[src/rtl/product_bcd_converter.sv]
// Captures the multiplier product on a done rising edge and converts it to
// packed BCD with a bit-serial double-dabble engine (one bit per clock).
module product_bcd_converter #(
  parameter int unsigned WIDTH  = 16,
  parameter int unsigned DIGITS = 5
) (
  input  logic                  clk,
  input  logic                  rst,
  input  logic [WIDTH-1:0]      product,
  input  logic                  done,
  output logic [4*DIGITS-1:0]   bcd,
  output logic                  bcd_valid,
  output logic                  busy,
  output logic                  overrun
);

  localparam int unsigned BW = 4 * DIGITS;
  localparam int unsigned CW = (WIDTH > 1) ? $clog2(WIDTH) : 1;

  typedef enum logic [1:0] {
    IDLE,
    SHIFT,
    FINISH
  } state_t;

  state_t          state;
  logic [WIDTH-1:0] bin;
  logic [BW-1:0]    scratch;
  logic [BW-1:0]    scratch_adj;
  logic [CW-1:0]    count;
  logic             done_q;
  logic             capture;

  assign capture = done & ~done_q;

  // Add-3 on every digit >= 5, evaluated in parallel on the pre-shift value.
  always_comb begin
    scratch_adj = scratch;
    for (int i = 0; i < DIGITS; i++) begin
      if (scratch[4*i +: 4] >= 4'd5) begin
        scratch_adj[4*i +: 4] = scratch[4*i +: 4] + 4'd3;
      end
    end
  end

  always_ff @(posedge clk or negedge rst) begin
    if (!rst) begin
      state     <= IDLE;
      bin       <= '0;
      scratch   <= '0;
      count     <= '0;
      done_q    <= 1'b0;
      bcd       <= '0;
      bcd_valid <= 1'b0;
      busy      <= 1'b0;
      overrun   <= 1'b0;
    end else begin
      done_q    <= done;
      bcd_valid <= 1'b0;
      overrun   <= 1'b0;
      case (state)
        IDLE: begin
          if (capture) begin
            bin     <= product;
            scratch <= '0;
            count   <= '0;
            busy    <= 1'b1;
            state   <= SHIFT;
          end
        end
        SHIFT: begin
          {scratch, bin} <= {scratch_adj[BW-2:0], bin, 1'b0};
          count          <= count + CW'(1);
          if (count == CW'(WIDTH - 1)) begin
            state <= FINISH;
          end
        end
        FINISH: begin
          bcd       <= scratch;
          bcd_valid <= 1'b1;
          busy      <= 1'b0;
          state     <= IDLE;
        end
        default: state <= IDLE;
      endcase
      // A rising edge that arrives mid-conversion is dropped and flagged.
      if (capture && (state != IDLE)) begin
        overrun <= 1'b1;
      end
    end
  end

endmodule

[config.mk]
export PLATFORM = sky130hd
export DESIGN_NAME = product_bcd_converter
export DESIGN_NICKNAME = d
export VERILOG_FILES = /design/src/rtl/product_bcd_converter.sv
export SDC_FILE = /design/constraint.sdc
export NUM_CORES = 1
export LEC_CHECK = 0
export BUFFER_PORTS_ARGS = -buffer_cell sky130_fd_sc_hd__buf_2
export CAP_MARGIN = 20
export CORE_MARGIN = 5
export CORE_UTILIZATION = 56
export CTS_BUF_LIST = sky130_fd_sc_hd__clkbuf_16
export DETAILED_ROUTE_END_ITERATION = 8
export PLACE_DENSITY = 0.78
export RECOVER_POWER = 100
export SETUP_SLACK_MARGIN = 0.1
export SYNTH_ARGS = -nofsm -noshare
export SYNTH_HDL_FRONTEND = slang
export SYNTH_SLANG_ARGS = --single-unit
export TNS_END_PERCENT = 100
[constraint.sdc]
create_clock -name clk -period 1.7 [get_ports clk]
set_input_delay 0.34 -clock clk [delete_from_list [all_inputs] [get_ports clk]]
set_output_delay 0.34 -clock clk [all_outputs]
set_load 0.05 [all_outputs]
==> key figures, run 1 <==
Synthesis
  • Register area share after synthesis: 0.564
  • Mapped Area: ~0.003 mm²
  • Yosys cell types: 28
  • Synth Flop Type: dfrtp_1
  • Register bit total from synthesis: 66
  • Synth Instances: 270
  • Mean Syn Cell Area: 10.8 µm²
  • Most common cell in the synthesized netlist: dfrtp_1
  • Warnings from Yosys: 0
  • Post-synth net total: 300
  • Area contributors post-synth: dfrtp_1 56%, o21ai_0 5.0%, ha_1 4.7%
  • Post-synth top cells: 66 x dfrtp_1, 36 x nand2_1, 29 x o21ai_0
  • Async set-or-reset flop fraction in the synthesized netlist: 1.00
  • Largest area contributor in the netlist: dfrtp_1
  • Post-synth top area share: 0.564
  • Number of synthesized flops with an enable pin: 0

STA
  • Worst Tran Pin Value: 1410 ps
  • Setup tns final: 0 ps
  • Worst Clk Skew: 2.60 ps
  • Final setup viols: 0
  • Slew Viols, Final: 0
  • Minimum clock period: 1510 ps
  • Final hold vios: 0
  • F_max: between 0.6 and 0.7 GHz
  • Slew margin rel.: 0.0612
  • RSZ-0062 raised after global routing: no
  • Final worst-path cycle share: 0.886
  • Final worst slack: 194 ps

Flow run
  • Max_cap viols: 0

Detailed routing
  • Via density: 5.44
  • Post-DRT Antenna Nets: 0
  • Drc violations: 0
  • DR WL/cell: 14.2 µm
  • DR pass1 iterations: 5
  • Via count: 2120
  • Routed WL: 5530 µm
  • Iter 0 DRT Violations: 91

Min path
  • HP Class: in -> reg

Clock tree
  • Clock Pin Slew Worst Setup and Hold Paths: around 50 ps
  • H-tree depth: 3
  • Num CTS Buffers: 9
  • CTS tree: done
  • Sink Count: 66
  • Root Buffer: clkbuf_16
  • Worst skew pair latency: 320 ps
  • Clock Path Buffers: 2

Layout
  • # nets final: 345
  • Fin util: 0.682
  • Synth-to-Final Area Change: 19.0%
  • Ant diodes: 0
  • Layout cells sized above 1: 0.163

Global route
  • Largest net degree at the start of global routing: 67
  • First-pass GRT wire length: 9590 µm
  • Initial antenna violation count: 0
  • Global router's overall resource usage: 0.188
  • Vias in the first global route: 2119
  • Grt ovf: 0

Worst setup path
  • Worst setup SP type: flip-flop
  • WP data required: 1890 ps
  • Crit. End Element: flip-flop
  • Crit path kind: reg -> reg
  • CP Max Fanout: 4
  • Crit path DAT: roughly 1700 ps

Placement
  • Dpl ws: 149 ps
  • RePlAce Congestion: 0.791
  • HPWL after DPL: 3540 µm
  • I/O Buffers: between 40 and 50

Floorplan
  • IO Pins: 42
  • Core Area: 0.00511 mm²
  • Rows: 26
  • Die X: 82.3 µm
  • Die ar.: approximately 0.0068 mm²
  • Die Y: 82.3 µm
  • Initial Util: 0.573

Outcome
  • Status: finished, final reports clean

Pwr
  • Power per cell area: 1980 mW/mm²
  • Leakage power: approximately 1.7 nW
  • Max VDD drop: 1.03 mV
## metal layers
| metal | GRT usage | routed length [µm] | part of all wire |
|---|---|---|---|
| met1 | 0.238 | 2500 | 0.45 |
| met2 | 0.299 | 2640 | 0.48 |
| met3 | 0.0597 | 326 | 0.059 |
| met4 | 0.0797 | 66 | 0.012 |
| met5 | 0 | 0 | 0 |
## where the power goes
part / switching [mW] / internal (mW)
combinational: 1.69 / 0.898
clock: 0.624 / 1.11
sequential: 0.434 / 2.14
total: 2.75 / 4.16
## area by class of cell
type	count	area, µm²
Sequential cell	66	1650
Fill cell	405	1620
Multi-Input combinational cell	166	1120
Timing Repair Buffer	49	255
Clock buffer	9	225
Tap cell	70	87.6
Inverter	23	86.3
Clock inverter	7	60.1
## registers in the layout (all words and copies together), names as in the netlist
register and flops:
state 2, scratch 20, bcd 20, count 4, bcd_valid 1, bin 16
overrun 1, busy 1, done_q 1
## worst max-delay path, stage by stage (launching register included)
cell and delay (ps):
dfrtp_1 390, inv_1 100, ha_1 180, nand2b_1 140
a21oi_1 320, xnor2_1 160, o21ai_0 90
## cells in the final DEF, fill, tap and decap left out, drive strengths merged, types with 2 or more instances in the layout
cell type  instances
a211oi             2
a21o               2
a21oi              5
a222oi            10
a22o               3
buf               24
clkbuf            34
clkinv             5
dfrtp             66
ha                11
inv               23
mux2              10
mux2i              5
nand2             36
nand2b             7
nand3             12
nor2               6
nor3               6
o21ai             30
o311ai             5
o31ai              4
xnor2              7
xor2               4
## stage by stage
stage	instance area (µm²)	hold slack, ps	total power [mW]	instances
6_report	3480	193	6.91	390
3_3_place_gp	3240	383	5.12	374
3_5_place_dp	3240	383	5.24	374
2_1_floorplan	2930	44.4	4.56	270
5_1_grt	3480	185	7.40	390
4_1_cts	3520	44.6	7.01	390
## repair_timing
action | in CTS | in global routing
hold buffers | 0 | 0
setup buffers | 0 | 0
gates resized for setup | 0 | 3
setup endpoints to repair | 0 | 5
## cells by family after synthesis
group | synth area share
muxes | 0.0556
xor gates and xnor gates | 0.0329
adders and majority gates | 0.0470
and+or+nand+nor | 0.102
DFF | 0.564
buffers and inverters | 0.0564
AOI/OAI and AO/OA | 0.142
## worst paths after layout
kind	startpoint	end	slack (ps)	depth (start not counted)
setup / recovery	scratch[5]$_DFFE_PN0P_	scratch[5]$_DFFE_PN0P_	190	6
hold / removal	done	done_q$_DFF_PN0_	190	1
setup reg to reg	scratch[5]$_DFFE_PN0P_	scratch[5]$_DFFE_PN0P_	190	6
hold reg to reg	busy$_DFFE_PN0P_	busy$_DFFE_PN0P_	470	1
max in group asynchronous	rst	bin[2]$_DFFE_PN0P_	400	2
min in group asynchronous	rst	bcd[19]$_DFFE_PN0P_	450	2
Note: power is estimated with default switching activity, not from simulation.
==> run 2, diff against run 1 <==
MAX_ROUTING_LAYER = met4   (was default)
==> run 2 against run 1 <==
Net effect:
- global-route usage increased by 0.54 points
- routed wire length down 0.58%
- flip-flop and latch count unchanged
- sequential share of layout area did not move
- highest routed layer unchanged
- combinational power hardly changed
- critical path type unchanged
==> key figures, run 2 (synthesis gave the netlist of run 1 again) <==
Outcome
  • Status: finished, final reports clean

STA
  • Minimum clock period: 1500 ps (-3.46 ps)
  • F_max: 0.665 GHz (+0.23%)
  • Hold slack: 193 ps (-0.0510 ps)
  • Final worst-path cycle share: 0.884 (-0.00204)
  • Slew margin rel.: 0.0680 (+0.00687)
  • Worst Tran Pin Value: 1400 ps (-10.3 ps)
  • Worst Clk Skew: 2.55 ps (-0.0507 ps)
  • Final setup viols: 0 (unchanged)
  • Setup tns final: 0 ps (unchanged)
  • Slew Viols, Final: 0 (unchanged)
  • RSZ-0062 raised after global routing: no
  • Final hold vios: 0 (unchanged)
  • Final worst slack: 197 ps (+3.46 ps)

Detailed routing
  • Iter 0 DRT Violations: 103 (+13%)
  • DR pass1 iterations: 5 (unchanged)
  • Drc violations: 0 (unchanged)
  • Via density: 5.39 (-0.85%)
  • DR WL/cell: 14.1 µm (-0.58%)
  • Routed WL: 5500 µm (-0.58%)
  • Via count: 2102 (-0.85%)
  • Post-DRT Antenna Nets: 0 (unchanged)

Worst setup path
  • Crit. End Element: flip-flop
  • Slowest CP cell: dfrtp_1
  • Crit path kind: reg -> reg
  • Crit-path max cell delay: 390 ps (about the same)
  • Worst path cell trace: inv_1 > ha_1 > nand2b_1 > a21oi_1 > xnor2_1 > o21ai_0
  • WP data required: 1890 ps (about the same)
  • Worst setup SP type: flip-flop
  • CP Max Fanout: 4 (unchanged)
  • Crit path DAT: 1690 ps (about the same)

Clock tree
  • Cts hold-fix bufs: 0 (unchanged)
  • H-tree depth: 3 (unchanged)
  • Root Buffer: clkbuf_16
  • Clock Pin Slew Worst Setup and Hold Paths: 50 ps (about the same)
  • Num CTS Buffers: 9 (unchanged)
  • Worst skew pair latency: 320 ps (about the same)
  • CTS tree: done
  • Clock Path Buffers: 2 (unchanged)
  • Sink Count: 66 (unchanged)

Layout
  • Synth-to-Final Area Change: 19.0% (unchanged)
  • Fin util: 0.682 (unchanged)
  • Biggest regs: bcd (20), scratch (20), bin (16)
  • Ant diodes: 0 (unchanged)
  • Post-Layout Cell Count: 390 (unchanged)
  • Commonest non-fill, non-tap cell in the layout: dfrtp_1
  • Layout Cell Area excl Fill: 0.00348 mm² (unchanged)
  • Layout cells sized above 1: 0.163 (unchanged)
  • # nets final: 345 (unchanged)
  • Commonest cells after routing, fill and taps aside: 66 x dfrtp_1, 36 x nand2_1, 30 x o21ai_0

Pwr
  • Max VDD drop: 1.03 mV (-0.23%)
  • Seq pwr share: 0.373 (about the same)
  • Switching share of power: 0.398 (-0.000602)
  • Total power: 6.90 mW (about the same)
  • Leakage power: 1.69 nW (unchanged)
  • Clock share of power: 0.252 (about the same)
  • Cell-internal power: 4.16 mW (about the same)
  • Gate power share: 0.375 (about the same)
  • Net load switching power: 2.75 mW (-0.23%)
  • Power per cell area: 1980 mW/mm² (about the same)

Global route
  • Grt ovf: 0 (unchanged)
  • Vias in the first global route: 2116 (-0.14%)
  • GR peak layer: met2
  • Met2 global-route usage: 0.299 (unchanged)
  • Global router's overall resource usage: 0.194 (+0.00543)
  • GR Layer Usage met3: 0.0575 (-0.00217)
  • Initial antenna violation count: 0 (unchanged)
  • First-pass GRT wire length: 9600 µm (about the same)
  • Largest net degree at the start of global routing: 67 (unchanged)
  • Met1 usage: 0.239 (+0.00143)

Floorplan
  • Die ar.: 0.00677 mm² (unchanged)
  • Die X: 82.3 µm (unchanged)
  • Die Y: 82.3 µm (unchanged)
  • Rows: 26 (unchanged)
  • IO Pins: 42 (unchanged)
  • Core Area: 0.00511 mm² (unchanged)
  • Initial Util: 0.573 (unchanged)

Min path
  • HP Class: in -> reg

Placement
  • Dpl ws: 149 ps (unchanged)
  • Placed inst area: 0.00324 mm² (unchanged)
  • RePlAce Congestion: 0.802 (+1.4%)
  • Placed insts: 374 (unchanged)
  • I/O Buffers: 41 (unchanged)
  • HPWL after DPL: 3540 µm (unchanged)

Flow run
  • Max_cap viols: 0 (unchanged)
[run 2: cell counts in the layout (fill, tap and decap cells not counted)]
Identical to the previous run, type by type.
[run 2: critical path: cells and delay by family, from the launching register on]
kind / cells / cell delay (ps)
buf+inv: 1 / 100
fa+ha+maj: 1 / 180
compound gates: 2 / 400
flops: 1 / 390
simple gates: 1 / 140
xor+xnor: 1 / 150
[run 2: worst paths after layout]
| kind | slack, ps | cells past startpoint | start | end |
|---|---|---|---|---|
| hold reg to reg | 470 | 1 | busy$_DFFE_PN0P_ | busy$_DFFE_PN0P_ |
| setup / recovery | 200 | 6 | scratch[5]$_DFFE_PN0P_ | scratch[5]$_DFFE_PN0P_ |
| setup reg to reg | 200 | 6 | scratch[5]$_DFFE_PN0P_ | scratch[5]$_DFFE_PN0P_ |
| min in group asynchronous | 440 | 2 | rst | bcd[19]$_DFFE_PN0P_ |
| hold / removal | 190 | 1 | done | done_q$_DFF_PN0_ |
| max in group asynchronous | 410 | 2 | rst | bin[2]$_DFFE_PN0P_ |
[run 2: routing by layer]
layer  up-vias  part of all wire
met1      1012              0.46
met2        47              0.48
met4         0             0.011
met3         8             0.053
met5         -                 0
li1       1035                 -
[run 2: power groups by stage]
stage	Combinational [mW]	Sequential (mW)	Clock (mW)
after floorplan	1.49	3.07	0
after global placement	2.56	2.56	0
after detailed placement	2.65	2.58	0
after CTS	2.68	2.56	1.77
after global routing	2.89	2.67	1.84
final	2.59	2.57	1.74
[run 2: area by class of cell]
cell class / instances / area [µm²]
multi-input cells: 166 / 1120
clock inverters: 7 / 60.1
fillers: 405 / 1620
clock buffers: 9 / 225
repair buffers: 49 / 255
well taps: 70 / 87.6
flip-flops and latches: 66 / 1650
inverters: 23 / 86.3
[run 2: repair_timing]
item / 4_1_cts / 5_1_grt
buffers inserted: 0 / 0
endpoints found under the setup margin: 0 / 5
endpoints found under the hold margin: 0 / 0
gates resized for setup: 0 / 3
==> run 3, diff against run 2 <==
CORE_MARGIN = 10   (was 5)
==> run 3 against run 2 <==
Net effect:
- utilization rose by 0.61 points
- global-route usage fell by 4.1 points
- non-clock buffer count did not move
- combinational power barely moved
- power rose by 2.0%
- count of clock-buffer cells in the layout did not move
- clock power rose by 6%
- critical endpoint unchanged
- highest routed layer unchanged
==> key figures, run 3 (synthesis gave the netlist of run 1 again) <==
Global route
  • Met2 global-route usage: 0.244 (-0.0548)
  • GR peak layer: met2
  • Initial antenna violation count: 0 (unchanged)
  • Met1 usage: 0.172 (-0.0670)
  • Grt ovf: 0 (unchanged)
  • First-pass GRT wire length: 10300 µm (+7.3%)
  • Global router's overall resource usage: 0.153 (-0.0409)
  • Vias in the first global route: 2253 (+6.5%)
  • Largest net degree at the start of global routing: 67 (unchanged)
  • GR Layer Usage met3: 0.0452 (-0.0123)

Floorplan
  • Die ar.: 0.00852 mm² (+26%)
  • Initial Util: 0.577 (+0.00367)
  • Die X: 92.3 µm (+12%)
  • Rows: 26 (unchanged)
  • Core Area: 0.00507 mm² (-0.64%)
  • IO Pins: 42 (unchanged)
  • Die Y: 92.3 µm (+12%)

Worst setup path
  • Worst path cell trace: inv_1 > ha_1 > nand2b_1 > a21oi_1 > xnor2_1 > o21ai_1
  • CP top delay family: compound AO/OA/AOI/OAI gates
  • Crit path DAT: 1720 ps (+30 ps)
  • Worst Reg-to-Reg Cells: 6 (unchanged)
  • Worst setup SP type: flip-flop
  • Crit path kind: reg -> reg
  • CP bufs+invs: 1 (unchanged)
  • CP Max Fanout: 4 (unchanged)
  • Crit-path max cell delay: 410 ps (+20 ps)
  • WP data required: 1890 ps (about the same)
  • Internal reg-to-reg setup slack: 170 ps (-30 ps)
  • R2R Path Start: scratch[4]$_DFFE_PN0P_
  • Slowest CP cell: dfrtp_1
  • Crit. End Element: flip-flop
  • RR Endpoint: scratch[5]$_DFFE_PN0P_

Layout
  • Ant diodes: 0 (unchanged)
  • Commonest non-fill, non-tap cell in the layout: dfrtp_1
  • # nets final: 345 (unchanged)
  • Synth-to-Final Area Change: 19.3%
  • Fill count: 392 (-3.2%)
  • Commonest cells after routing, fill and taps aside: 66 x dfrtp_1, 36 x nand2_1, 29 x o21ai_0
  • Biggest regs: bcd (20), scratch (20), bin (16)
  • Post-Layout Cell Count: 388 (-0.51%)
  • Layout cells sized above 1: 0.154 (-0.00841)

Placement
  • RePlAce Congestion: 0.726 (-9.4%)
  • Placed insts: 374 (unchanged)
  • HPWL after DPL: 3930 µm (+11%)
  • I/O Buffers: 41 (unchanged)

Pwr
  • Seq pwr share: 0.368 (-0.005)
  • Switching share of power: 0.391 (-0.00735)
  • Clock share of power: 0.262 (+0.010)
  • Max VDD drop: 0.916 mV (-11%)
  • Gate power share: 0.370 (-0.005)
  • Cell-internal power: 4.29 mW (+3.2%)
  • Leakage power: 1.70 nW (+0.57%)
  • Net load switching power: 2.75 mW (about the same)
  • Power per cell area: 2020 mW/mm² (+1.7%)

Clock tree
  • Clock Pin Slew Worst Setup and Hold Paths: 50 ps (about the same)
  • CTS tree: done
  • Worst skew pair latency: 320 ps (about the same)
  • H-tree depth: 3 (unchanged)
  • Clock Path Buffers: 2 (unchanged)
  • Root Buffer: clkbuf_16
  • Num CTS Buffers: 9 (unchanged)
  • Cts hold-fix bufs: 0 (unchanged)
  • Post-CTS Setup Inserts: 0 (unchanged)
  • Sink Count: 66 (unchanged)

STA
  • Hold slack: 187 ps (-5.97 ps)
  • Minimum clock period: 1530 ps (+28.9 ps)
  • Worst Clk Skew: 5.45 ps (+2.90 ps)
  • Final hold vios: 0 (unchanged)
  • Slew margin rel.: 0.0725 (+0.00451)
  • Final setup viols: 0 (unchanged)
  • Worst Tran Pin Value: 1390 ps (-6.77 ps)
  • Slew Viols, Final: 0 (unchanged)
  • Final worst-path cycle share: 0.901 (+0.0170)
  • Setup tns final: 0 ps (unchanged)
  • RSZ-0062 raised after global routing: no
  • F_max: 0.653 GHz (-1.9%)

Detailed routing
  • Post-DRT Antenna Nets: 0 (unchanged)
  • DR WL/cell: 15.1 µm (+7.4%)
  • Via density: 5.47 (+1.4%)
  • Via count: 2121 (+0.90%)
  • Iter 0 DRT Violations: 144 (+40%)
  • DR pass1 iterations: 5 (unchanged)
  • Drc violations: 0 (unchanged)
  • Routed WL: 5870 µm (+6.8%)

Min path
  • Worst hold path startpoint: done
  • HP Class: in -> reg
  • Min-Delay Path Depth: 1 (unchanged)
  • Min-Delay Endpoint: done_q$_DFF_PN0_

Flow run
  • Max_cap viols: 0 (unchanged)

Outcome
  • Status: finished, final reports clean
run 3: cell count changes in the layout (fill, tap and decap cells not counted):
cell,previous run,this run
a21oi_2,2,1
o21ai_0,30,29
clkinv_1,2,1
o21ai_1,0,1
clkinv_2,3,1
bufinv_16,1,2
clkinvlp_4,1,0
inv_1,23,24
a21oi_1,3,4
run 3: how the worst max path moves through the flow:
| stage | start | endpoint | slack (ps) | cells past startpoint |
|---|---|---|---|---|
| finish | scratch[4]$_DFFE_PN0P_ | scratch[5]$_DFFE_PN0P_ | 170 | 6 |
| floorplan | done_q$_DFF_PN0_ | bin[4]$_DFFE_PN0P_ | 310 | 6 |
| global placement | scratch[12]$_DFFE_PN0P_ | scratch[13]$_DFFE_PN0P_ | 230 | 6 |
| detailed placement | done | bin[7]$_DFFE_PN0P_ | 170 | 6 |
| CTS | scratch[1]$_DFFE_PN0P_ | scratch[1]$_DFFE_PN0P_ | 180 | 6 |
| global route | state[1]$_DFFE_PN0P_ | scratch[7]$_DFFE_PN0P_ | 60 | 5 |
run 3: layout make-up:
class                           instances  area, µm²  share of cell area
Multi-Input combinational cell        166       1110               0.319
Inverter                               23       86.3              0.0247
Clock buffer                            9        225              0.0645
Sequential cell                        66       1650               0.473
Clock inverter                          5       72.6              0.0208
Timing Repair Buffer                   49        255              0.0731
Tap cell                               70       87.6              0.0251
run 3: metrics by stage:
step	util	power [mW]	area (µm²)	worst slack [ps]
after global routing	0.688	7.53	3490	63.6
after CTS	0.697	7.17	3540	183
after global placement	0.638	5.13	3240	234
after detailed placement	0.638	5.27	3240	167
final	0.688	7.04	3490	168
after floorplan	-	4.56	2930	306
run 3: power groups by stage:
stage	Combinational (mW)	Clock, mW	Sequential, mW
5_1_grt	2.91	1.95	2.67
3_5_place_dp	2.69	0	2.59
3_3_place_gp	2.57	0	2.55
2_1_floorplan	1.49	0	3.07
4_1_cts	2.70	1.89	2.57
6_report	2.60	1.85	2.59
run 3: timing repair:
action	CTS	global route
endpoints found under the setup margin	0	6
resized for setup	0	4
hold endpoints to repair	0	0
run 3: worst reg2reg max path, stage by stage (launching register included):
cell and delay (ps):
dfrtp_1 410, inv_1 120, ha_1 210, nand2b_1 70, a21oi_1 340, xnor2_1 170, o21ai_1 70
run 3: metal layers:
| metal | routed length (µm) | vias to the layer above |
|---|---|---|
| met5 | 0 | - |
| met4 | 109 | 0 |
| met3 | 296 | 11 |
| met2 | 2790 | 51 |
| met1 | 2680 | 1024 |
| li1 | - | 1035 |
